[config.mk]
export PLATFORM = sky130hd
export DESIGN_NAME = alu_arbiter_flat
export DESIGN_NICKNAME = d
export VERILOG_FILES = /design/src/rtl/alu_pkg.sv /design/src/rtl/alu_arbiter_if.sv /design/src/rtl/rr_arb_2.sv /design/src/rtl/alu_arbiter.sv /design/src/flat_wrapper.sv
export SDC_FILE = /design/constraint.sdc
export NUM_CORES = 1
export LEC_CHECK = 0
export ABC_AREA = 1
export CAP_MARGIN = 15
export CORE_UTILIZATION = 42
export CTS_CLUSTER_DIAMETER = 200
export DETAILED_ROUTE_END_ITERATION = 12
export PLACE_DENSITY = 0.9
export SYNTH_ARGS = -nofsm -noshare
export SYNTH_HDL_FRONTEND = slang
export SYNTH_SLANG_ARGS = --single-unit
export TNS_END_PERCENT = 100
[constraint.sdc]
create_clock -name clk -period 1.3 [get_ports clk]
set_input_delay 0.13 -clock clk [delete_from_list [all_inputs] [get_ports clk]]
set_output_delay 0.13 -clock clk [all_outputs]
set_load 0.02 [all_outputs]
[src/rtl/alu_pkg.sv]
// Shared types and constants for the two-requester ALU arbiter.
package alu_pkg;

    localparam int WIDTH = 4;

    localparam logic OP_ADD = 1'b0;
    localparam logic OP_SUB = 1'b1;

    typedef enum logic [1:0] {
        IDLE = 2'd0,
        LOAD = 2'd1,
        EXEC = 2'd2,
        RESP = 2'd3
    } state_t;

endpackage

[src/rtl/alu_arbiter_if.sv]
// Bundle of the requester handshakes and the ALU load/result datapath signals.
interface alu_arbiter_if import alu_pkg::*; #(
    parameter int W = WIDTH
) ();

    // requester side
    logic         req0, req1;
    logic [W-1:0] a0, b0, a1, b1;
    logic         s0, s1;
    logic         gnt0, gnt1;
    logic         done0, done1;
    logic [W-1:0] result;
    logic         cout;

    // ALU datapath side
    logic [W-1:0] alu_a, alu_b;
    logic         alu_s;
    logic         alu_ld;
    logic [W-1:0] alu_out;
    logic         alu_cout;

    // arbiter view
    modport slave (
        input  req0, req1, a0, b0, a1, b1, s0, s1, alu_out, alu_cout,
        output gnt0, gnt1, done0, done1, result, cout,
               alu_a, alu_b, alu_s, alu_ld
    );

    // environment view: requesters plus the ALU datapath
    modport master (
        output req0, req1, a0, b0, a1, b1, s0, s1, alu_out, alu_cout,
        input  gnt0, gnt1, done0, done1, result, cout,
               alu_a, alu_b, alu_s, alu_ld
    );

endinterface

[src/rtl/rr_arb_2.sv]
// Combinational two-way round-robin pick. 'last' is the id served most
// recently; on a tie the other requester wins.
module rr_arb_2 (
    input  logic req0,
    input  logic req1,
    input  logic last,
    output logic id,
    output logic vld
);

    assign vld = req0 | req1;
    assign id  = (req0 & req1) ? ~last : req1;

endmodule

[src/rtl/alu_arbiter.sv]
// Shares one add/subtract ALU between two requesters. A winner's operands are
// captured in IDLE, presented with a one-cycle load in LOAD, the ALU result is
// sampled at the end of EXEC, and done is pulsed to the winner in RESP.
module alu_arbiter import alu_pkg::*; #(
    parameter int W = WIDTH
) (
    input  logic          clk,
    input  logic          rst,
    alu_arbiter_if.slave  bus
);

    state_t       state, state_nxt;
    logic         ptr;            // id of the requester served last
    logic         win;            // id of the operation in flight
    logic         pick_id, pick_vld;
    logic         take;

    // The ALU operand outputs double as the op registers: they are written
    // only at capture, so they show the operands in LOAD and hold through EXEC.
    logic [W-1:0] op_a, op_b;
    logic         op_s;
    logic [1:0]   gnt_q, done_q;
    logic         ld_q;
    logic [W-1:0] res_q;
    logic         cout_q;

    rr_arb_2 u_arb (
        .req0 (bus.req0),
        .req1 (bus.req1),
        .last (ptr),
        .id   (pick_id),
        .vld  (pick_vld)
    );

    assign take = (state == IDLE) && pick_vld;

    // State register; async reset aborts any operation in flight.
    always_ff @(posedge clk or negedge rst) begin
        if (!rst) state <= IDLE;
        else      state <= state_nxt;
    end

    // Fixed IDLE->LOAD->EXEC->RESP->IDLE walk; only IDLE waits on a request.
    always_comb begin
        state_nxt = state;
        case (state)
            IDLE: if (pick_vld) state_nxt = LOAD;
            LOAD: state_nxt = EXEC;
            EXEC: state_nxt = RESP;
            RESP: state_nxt = IDLE;
            default: state_nxt = IDLE;
        endcase
    end

    // Capture winner, operands and round-robin pointer on IDLE->LOAD.
    // Pointer resets to 1 so requester 0 takes the first tie.
    always_ff @(posedge clk or negedge rst) begin
        if (!rst) begin
            ptr  <= 1'b1;
            win  <= 1'b0;
            op_a <= '0;
            op_b <= '0;
            op_s <= 1'b0;
        end else if (take) begin
            ptr  <= pick_id;
            win  <= pick_id;
            op_a <= pick_id ? bus.a1 : bus.a0;
            op_b <= pick_id ? bus.b1 : bus.b0;
            op_s <= pick_id ? bus.s1 : bus.s0;
        end
    end

    // Registered one-cycle pulses: gnt/alu_ld during LOAD, done during RESP.
    always_ff @(posedge clk or negedge rst) begin
        if (!rst) begin
            gnt_q  <= '0;
            done_q <= '0;
            ld_q   <= 1'b0;
        end else begin
            gnt_q  <= take ? (2'b01 << pick_id) : 2'b00;
            ld_q   <= take;
            done_q <= (state == EXEC) ? (2'b01 << win) : 2'b00;
        end
    end

    // Result/carry are taken verbatim from the ALU on the EXEC->RESP edge.
    always_ff @(posedge clk or negedge rst) begin
        if (!rst) begin
            res_q  <= '0;
            cout_q <= 1'b0;
        end else if (state == EXEC) begin
            res_q  <= bus.alu_out;
            cout_q <= bus.alu_cout;
        end
    end

    assign bus.gnt0   = gnt_q[0];
    assign bus.gnt1   = gnt_q[1];
    assign bus.done0  = done_q[0];
    assign bus.done1  = done_q[1];
    assign bus.result = res_q;
    assign bus.cout   = cout_q;
    assign bus.alu_a  = op_a;
    assign bus.alu_b  = op_b;
    assign bus.alu_s  = op_s;
    assign bus.alu_ld = ld_q;

endmodule

[src/flat_wrapper.sv]
// flat-port wrapper written by rule: the top's interface ports become plain ports
module alu_arbiter_flat import alu_pkg::*;
#(
    parameter int W = WIDTH
)
  (clk, rst, bus_req0, bus_req1, bus_a0, bus_b0, bus_a1, bus_b1, bus_s0, bus_s1, bus_alu_out, bus_alu_cout, bus_gnt0, bus_gnt1, bus_done0, bus_done1, bus_result, bus_cout, bus_alu_a, bus_alu_b, bus_alu_s, bus_alu_ld);
  alu_arbiter_if #(.W(W)) bus_i ();
  input  logic clk;
  input  logic rst;
  input wire logic [$bits(bus_i.req0)-1:0] bus_req0;
  input wire logic [$bits(bus_i.req1)-1:0] bus_req1;
  input wire logic [$bits(bus_i.a0)-1:0] bus_a0;
  input wire logic [$bits(bus_i.b0)-1:0] bus_b0;
  input wire logic [$bits(bus_i.a1)-1:0] bus_a1;
  input wire logic [$bits(bus_i.b1)-1:0] bus_b1;
  input wire logic [$bits(bus_i.s0)-1:0] bus_s0;
  input wire logic [$bits(bus_i.s1)-1:0] bus_s1;
  input wire logic [$bits(bus_i.alu_out)-1:0] bus_alu_out;
  input wire logic [$bits(bus_i.alu_cout)-1:0] bus_alu_cout;
  output wire logic [$bits(bus_i.gnt0)-1:0] bus_gnt0;
  output wire logic [$bits(bus_i.gnt1)-1:0] bus_gnt1;
  output wire logic [$bits(bus_i.done0)-1:0] bus_done0;
  output wire logic [$bits(bus_i.done1)-1:0] bus_done1;
  output wire logic [$bits(bus_i.result)-1:0] bus_result;
  output wire logic [$bits(bus_i.cout)-1:0] bus_cout;
  output wire logic [$bits(bus_i.alu_a)-1:0] bus_alu_a;
  output wire logic [$bits(bus_i.alu_b)-1:0] bus_alu_b;
  output wire logic [$bits(bus_i.alu_s)-1:0] bus_alu_s;
  output wire logic [$bits(bus_i.alu_ld)-1:0] bus_alu_ld;
  assign bus_i.req0 = bus_req0;
  assign bus_i.req1 = bus_req1;
  assign bus_i.a0 = bus_a0;
  assign bus_i.b0 = bus_b0;
  assign bus_i.a1 = bus_a1;
  assign bus_i.b1 = bus_b1;
  assign bus_i.s0 = bus_s0;
  assign bus_i.s1 = bus_s1;
  assign bus_i.alu_out = bus_alu_out;
  assign bus_i.alu_cout = bus_alu_cout;
  assign bus_gnt0 = bus_i.gnt0;
  assign bus_gnt1 = bus_i.gnt1;
  assign bus_done0 = bus_i.done0;
  assign bus_done1 = bus_i.done1;
  assign bus_result = bus_i.result;
  assign bus_cout = bus_i.cout;
  assign bus_alu_a = bus_i.alu_a;
  assign bus_alu_b = bus_i.alu_b;
  assign bus_alu_s = bus_i.alu_s;
  assign bus_alu_ld = bus_i.alu_ld;
  alu_arbiter #(.W(W)) u_core (.clk(clk), .rst(rst), .bus(bus_i));
endmodule
==> flow_metrics.env, run 1 <==
export IMPL_status="completed"
export IMPL_cp_end_kind="flip-flop"
export IMPL_critPathMaxStageDelay_ns=0.40
export IMPL_synthAdderAreaFrac_pct=2.278
export IMPL_syn_to_final_growth_pct=48.63
export IMPL_worstPathRequired_ns=1.55
export IMPL_path_delay_family="flip-flops"
export IMPL_grt_max_degree=24
export IMPL_min_period_ns=1.201
export IMPL_drc=0
export IMPL_numCtsBuffers=3
export IMPL_place_area_mm2=0.001607
export IMPL_core_area_mm2=0.002477
export IMPL_cts_sinks=23
export IMPL_synth_seq_cells=23
export IMPL_reg2reg_slack_ns=0.1
export IMPL_drt_wl_total_um=2539
export IMPL_dp_cells=183
export IMPL_tns_ns=0
export IMPL_critPathKind="reg2reg"
export IMPL_r2r_end="u_core.bus.alu_a[3]$_DFFE_PN0P_"
export IMPL_clock_latency_ns=0.32
export IMPL_finalInstanceArea_mm2=0.001633
export IMPL_synth_compound_area_share_pct=1.708
export IMPL_crit_buf_inv=2
export IMPL_cts_htree_levels=1
export IMPL_dieArea_mm2=0.002824
export IMPL_worstPathArrival_ns=1.46
export IMPL_ios=46
export IMPL_skew_ns=0.01084
export IMPL_synth_fp_nets=134
export IMPL_gp_congestion=0.7121
export IMPL_cts_tree="yes"
export IMPL_slew_viol_final=0
export IMPL_grt_usage_pct=20.61
export IMPL_wl_per_cell_um=13.51
export IMPL_antenna_found_initial=0
export IMPL_syn_area_mm2=0.001099
export IMPL_avgSynthCellArea_um2=10.46
export IMPL_clock_fmax_mhz=832.6
export IMPL_worstMarginPinSlew_ns=0.3885
export IMPL_num_vias=918
export IMPL_clk_pin_slew_ns=0.13
export IMPL_reg2reg_depth=6
export IMPL_num_antenna_cells=0
export IMPL_root_buffer="clkbuf_4"
export IMPL_crit_fanout=5
export IMPL_vdd_drop_max_v=0.001136
export IMPL_post_route_period_util_pct=92.39
export IMPL_synth_simple_gate_area_share_pct=38.15
export IMPL_setup_violations_final=0
export IMPL_initial_core_util_pct=44.34
export IMPL_hold_buffers=0
export IMPL_grt_pass1_wl_um=4064
export IMPL_leakage_uw=0.0008230
export IMPL_hold_class="in2async"
export IMPL_drt_vias_per_instance=4.883
export IMPL_drv_cap=0
export IMPL_startpoint_type="flip-flop"
export IMPL_yosysSeqAreaShare_pct=52.51
export IMPL_synth_top_family_by_area="simple AND/OR/NAND/NOR gates"
export IMPL_hold_viol_final=0
export IMPL_final_antenna_net_count=0
export IMPL_drtIter0Drc=6
export IMPL_final_cells=188
export IMPL_cts_setup_buffers=0
export IMPL_syn_inst=105
export IMPL_clockBufferDepth=2
export IMPL_relSlewSlack_pct=74.08
export IMPL_grt_pass1_vias=907
export IMPL_drive_gt1_share_pct=26.58
export IMPL_synthMuxAreaShare_pct=0
export IMPL_die_h_um=53.14
export IMPL_yosys_area_share_xor_xnor_pct=0
export IMPL_firstDrtPassIters=5
export IMPL_worstReg2RegStart="u_core.state[1]$_DFFE_PN0P_"
export IMPL_grt_ovfl_total=0
export IMPL_slowest_stage="dfrtp_1"
export IMPL_ys_warn_count=0
export IMPL_crit_top_cell="nand3_2"
export IMPL_io_buffers=45
export IMPL_die_w_um=53.14
export IMPL_nNetsFinal=188
export IMPL_power_density_mw_per_mm2=2160
export IMPL_path_cells="inv_1 -> ha_4 -> inv_2 -> nor2_4 -> nand3_2 -> nand3_2"
export IMPL_synth_cell_types=18
export IMPL_fp_row_count=18
export IMPL_finalCoreUtilization_pct=65.91
export IMPL_hpwl_um=1843
[how the worst max path moves through the flow]
| stage | slack [ns] | cells after the start | to | start |
|---|---|---|---|---|
| floorplan | 0.16 | 6 | u_core.bus.alu_b[0]$_DFFE_PN0P_ | u_core.state[0]$_DFFE_PN0P_ |
| global placement | -0.03 | 6 | u_core.win$_DFFE_PN0P_ | bus_req1 |
| detailed placement | -0.06 | 6 | u_core.bus.alu_b[2]$_DFFE_PN0P_ | u_core.state[1]$_DFFE_PN0P_ |
| CTS | 0.01 | 6 | u_core.bus.alu_a[3]$_DFFE_PN0P_ | u_core.state[1]$_DFFE_PN0P_ |
| global route | -0.01 | 6 | u_core.bus.alu_s$_DFFE_PN0P_ | u_core.state[1]$_DFFE_PN0P_ |
| finish | 0.1 | 6 | u_core.bus.alu_a[3]$_DFFE_PN0P_ | u_core.state[1]$_DFFE_PN0P_ |
[where the power goes]
group / internal [µW] / total [µW] / switching, µW / leakage, µW
clock network: 120 / 331 / 211 / 0.0000150
logic: 800 / 1960 / 1160 / 0.000523
registers: 1060 / 1230 / 168 / 0.000285
total: 1980 / 3530 / 1540 / 0.000823
[registers in the layout, summed over array words and instances, names as in the netlist, 2 cells and up]
signal and cells:
u_core.gnt_q 2, u_core.bus.alu_b 4, u_core.bus.alu_a 4, u_core.done_q 2
u_core.state 2, u_core.bus.result 4
[logic make-up after synthesis]
kind of cell,after synthesis
AO/OA/AOI/OAI,3
adder cells (fa/ha/maj),2
buffers and inverters,11
flip-flops,23
AND/OR/NAND/NOR,66
[per-layer routing]
| layer | share of wire, % | wire length (µm) | vias to the layer above | GRT usage [%] |
|---|---|---|---|---|
| met5 | 0 | 0 | - | 0 |
| met4 | 1.7 | 44 | 0 | 9.211 |
| met3 | 3.9 | 100 | 5 | 2.586 |
| met2 | 55 | 1388 | 31 | 37.97 |
| met1 | 40 | 1005 | 429 | 23.36 |
| li1 | - | - | 453 | - |
[metrics by stage]
stage,setup WS [ns],hold WS (ns),power [µW]
after global routing,-0.01383,0.1719,3793
final,0.09891,0.1440,3527
after CTS,0.009583,0.1553,3485
after floorplan,0.1588,-0.1656,2427
after global placement,-0.02656,0.4450,3247
after detailed placement,-0.06298,0.4586,3327
[layout make-up]
type / instances / area (µm²)
fillers: 213 / 844.6
flip-flops and latches: 23 / 576.8
multi-input cells: 72 / 486.7
repair buffers: 52 / 479.2
well taps: 30 / 37.54
clock buffers: 4 / 26.28
inverters: 7 / 26.28
[cell usage in the layout (no fill, tap or decap), types with 2 or more instances in the layout]
cell,instances
dfrtp_1,22
nand2_4,2
inv_1,2
nand4_1,9
clkbuf_4,3
clkdlybuf4s50_1,26
nand2_1,31
dlygate4sd2_1,19
nand3_2,18
buf_4,7
inv_2,5
nor2_2,2
nor2_1,3
[synthesized netlist by cell type]
cell / instances / area share [%]
nand3_2: 18 / 16
ha_1: 2 / 2.3
buf_8: 1 / 1.4
dfstp_2: 1 / 2.4
nor2_8: 1 / 1.8
inv_1: 4 / 1.4
nor2_2: 2 / 1.1
o21ai_1: 1 / 0.46
nand4_1: 9 / 5.1
a21oi_1: 1 / 0.46
dfrtp_1: 22 / 50
buf_2: 2 / 0.91
nor2_1: 3 / 1.0
nand2_4: 2 / 2.0
buf_4: 1 / 0.68
nand2_1: 31 / 11
inv_2: 3 / 1.0
o21ai_2: 1 / 0.80
[repair_timing]
item | CTS | global route
cloned | 1 | 0
resized for setup | 20 | 3
pin swaps | 1 | 1
endpoints found under the setup margin | 28 | 9
No activity file was read; power rests on OpenSTA's default activity.
==> inputs of run 2 (changes only) <==
--- a/config.mk
+++ b/config.mk
@@ -7,8 +7,10 @@
 export LEC_CHECK = 0
 export ABC_AREA = 1
 export CAP_MARGIN = 15
+export CORE_MARGIN = 2
 export CORE_UTILIZATION = 42
 export CTS_CLUSTER_DIAMETER = 200
+export CTS_CLUSTER_SIZE = 25
 export DETAILED_ROUTE_END_ITERATION = 12
 export PLACE_DENSITY = 0.9
 export SYNTH_ARGS = -nofsm -noshare
==> flow_metrics.env, run 2 (same netlist as run 1, synthesis figures left out) <==
export IMPL_final_common_cell="nand2_1"
export IMPL_drv_cap=0
export IMPL_clock_latency_ns=0.31
export IMPL_power_density_mw_per_mm2=2134
export IMPL_slew_viol_final=0
export IMPL_die_h_um=55.14
export IMPL_tns_ns=0
export IMPL_leakage_uw=0.0008329
export IMPL_wl_per_cell_um=13.50
export IMPL_gp_congestion=0.7372
export IMPL_grt_max_degree=24
export IMPL_cts_htree_levels=1
export IMPL_cts_sinks=23
export IMPL_root_buffer="clkbuf_4"
export IMPL_status="completed"
export IMPL_core_area_mm2=0.002477
export IMPL_drt_wl_total_um=2565
export IMPL_die_w_um=55.14
export IMPL_drc=0
export IMPL_numCtsBuffers=3
export IMPL_antenna_found_initial=0
export IMPL_startpoint_type="flip-flop"
export IMPL_vdd_drop_max_v=0.001558
export IMPL_num_vias=947
export IMPL_critPathKind="reg2reg"
export IMPL_clk_pin_slew_ns=0.12
export IMPL_hold_viol_final=0
export IMPL_grt_ovfl_total=0
export IMPL_crit_fanout=5
export IMPL_hold_buffers=0
export IMPL_drtIter0Drc=7
export IMPL_p_total_uw=3495
export IMPL_skew_ns=0.007481
export IMPL_cts_tree="yes"
export IMPL_worstPathRequired_ns=1.56
export IMPL_setup_violations_final=0
export IMPL_worstPathArrival_ns=1.49
export IMPL_hpwl_um=2015
export IMPL_clockBufferDepth=2
export IMPL_n_fill_cell=209
export IMPL_layout_common_cells="31 x nand2_1, 26 x clkdlybuf4s50_1, 22 x dfrtp_1"
export IMPL_clock_fmax_mhz=813.5
export IMPL_grt_pass1_vias=971
export IMPL_drt_vias_per_instance=4.984
export IMPL_fp_row_count=18
export IMPL_hold_class="in2async"
export IMPL_ios=46
export IMPL_cp_end_kind="flip-flop"
export IMPL_syn_to_final_growth_pct=49.09
export IMPL_worstMarginPinSlew_ns=0.3631
export IMPL_drive_gt1_share_pct=26.88
export IMPL_grt_pass1_wl_um=4278
export IMPL_post_route_period_util_pct=94.56
export IMPL_finalCoreUtilization_pct=66.11
export IMPL_initial_core_util_pct=44.34
export IMPL_final_antenna_net_count=0
export IMPL_relSlewSlack_pct=75.77
export IMPL_reg2reg_depth=6
export IMPL_nNetsFinal=190
export IMPL_firstDrtPassIters=4
export IMPL_holdWs_ns=0.1595
export IMPL_rsz0062_at_grt="true"
export IMPL_grt_usage_pct=20.13
export IMPL_min_period_ns=1.229
export IMPL_num_antenna_cells=0
export IMPL_dieArea_mm2=0.003040
export IMPL_io_buffers=45
run 2: changes by cell type in the layout (fill, tap and decap cells not counted):
cell | previous run | this run
inv_2 | 5 | 4
buf_4 | 7 | 9
inv_1 | 2 | 3
ha_2 | 0 | 1
ha_4 | 1 | 0
run 2: cell type report:
cell class / instances / area, µm² / share of cell area [%]
flip-flops and latches: 23 / 576.8 / 35.22
clock buffers: 4 / 26.28 / 1.604
inverters: 7 / 26.28 / 1.604
multi-input cells: 72 / 476.7 / 29.11
repair buffers: 54 / 494.2 / 30.18
well taps: 30 / 37.54 / 2.292
run 2: timing repair:
action | in CTS | in global routing
setup buffers | 0 | 1
cloned | 1 | 0
pin swaps | 1 | 0
setup endpoints to repair | 28 | 9
hold endpoints to repair | 0 | 0
resized for setup | 20 | 1
run 2: path summary, 6_finish.rpt:
path / slack (ns) / endpoint / startpoint
setup / recovery: 0.07 / u_core.bus.alu_b[1]$_DFFE_PN0P_ / u_core.state[0]$_DFFE_PN0P_
hold / removal: 0.16 / u_core.bus.alu_a[0]$_DFFE_PN0P_ / rst
setup reg to reg: 0.07 / u_core.bus.alu_b[1]$_DFFE_PN0P_ / u_core.state[0]$_DFFE_PN0P_
hold reg to reg: 0.45 / u_core.done_q[0]$_DFF_PN0_ / u_core.win$_DFFE_PN0P_
max in group asynchronous: 0.86 / u_core.ptr$_DFFE_PN1P_ / rst
min in group clk: 0.37 / u_core.bus.cout$_DFFE_PN0N_ / bus_alu_cout
run 2: worst max-delay path, cell delays in order (launching register included):
cell	delay (ns)
dfrtp_1	0.41
inv_1	0.09
ha_2	0.24
inv_2	0.11
nor2_4	0.19
nand3_2	0.09
nand3_2	0.07
run 2: stage by stage:
stage               std cells  area, µm²  setup WS, ns
finish                    190       1638       0.07078
detailed placement        184       1614      -0.06288
global placement          184       1614     -0.006454
CTS                       189       1628       0.01274
global route              190       1638      -0.02676
floorplan                 105       1099        0.1588
run 2: per-layer routing:
metal / up-vias / global-route usage, % / part of all wire (%)
met4: 0 / 7.317 / 1.8
met2: 26 / 35.12 / 55
met5: - / 0 / 0
met1: 456 / 24.66 / 39
met3: 6 / 3.763 / 4.3
li1: 459 / - / -
run 2: power breakdown:
group	switching [µW]	internal, µW
registers	168	1060
clock network	207	120
logic	1150	783
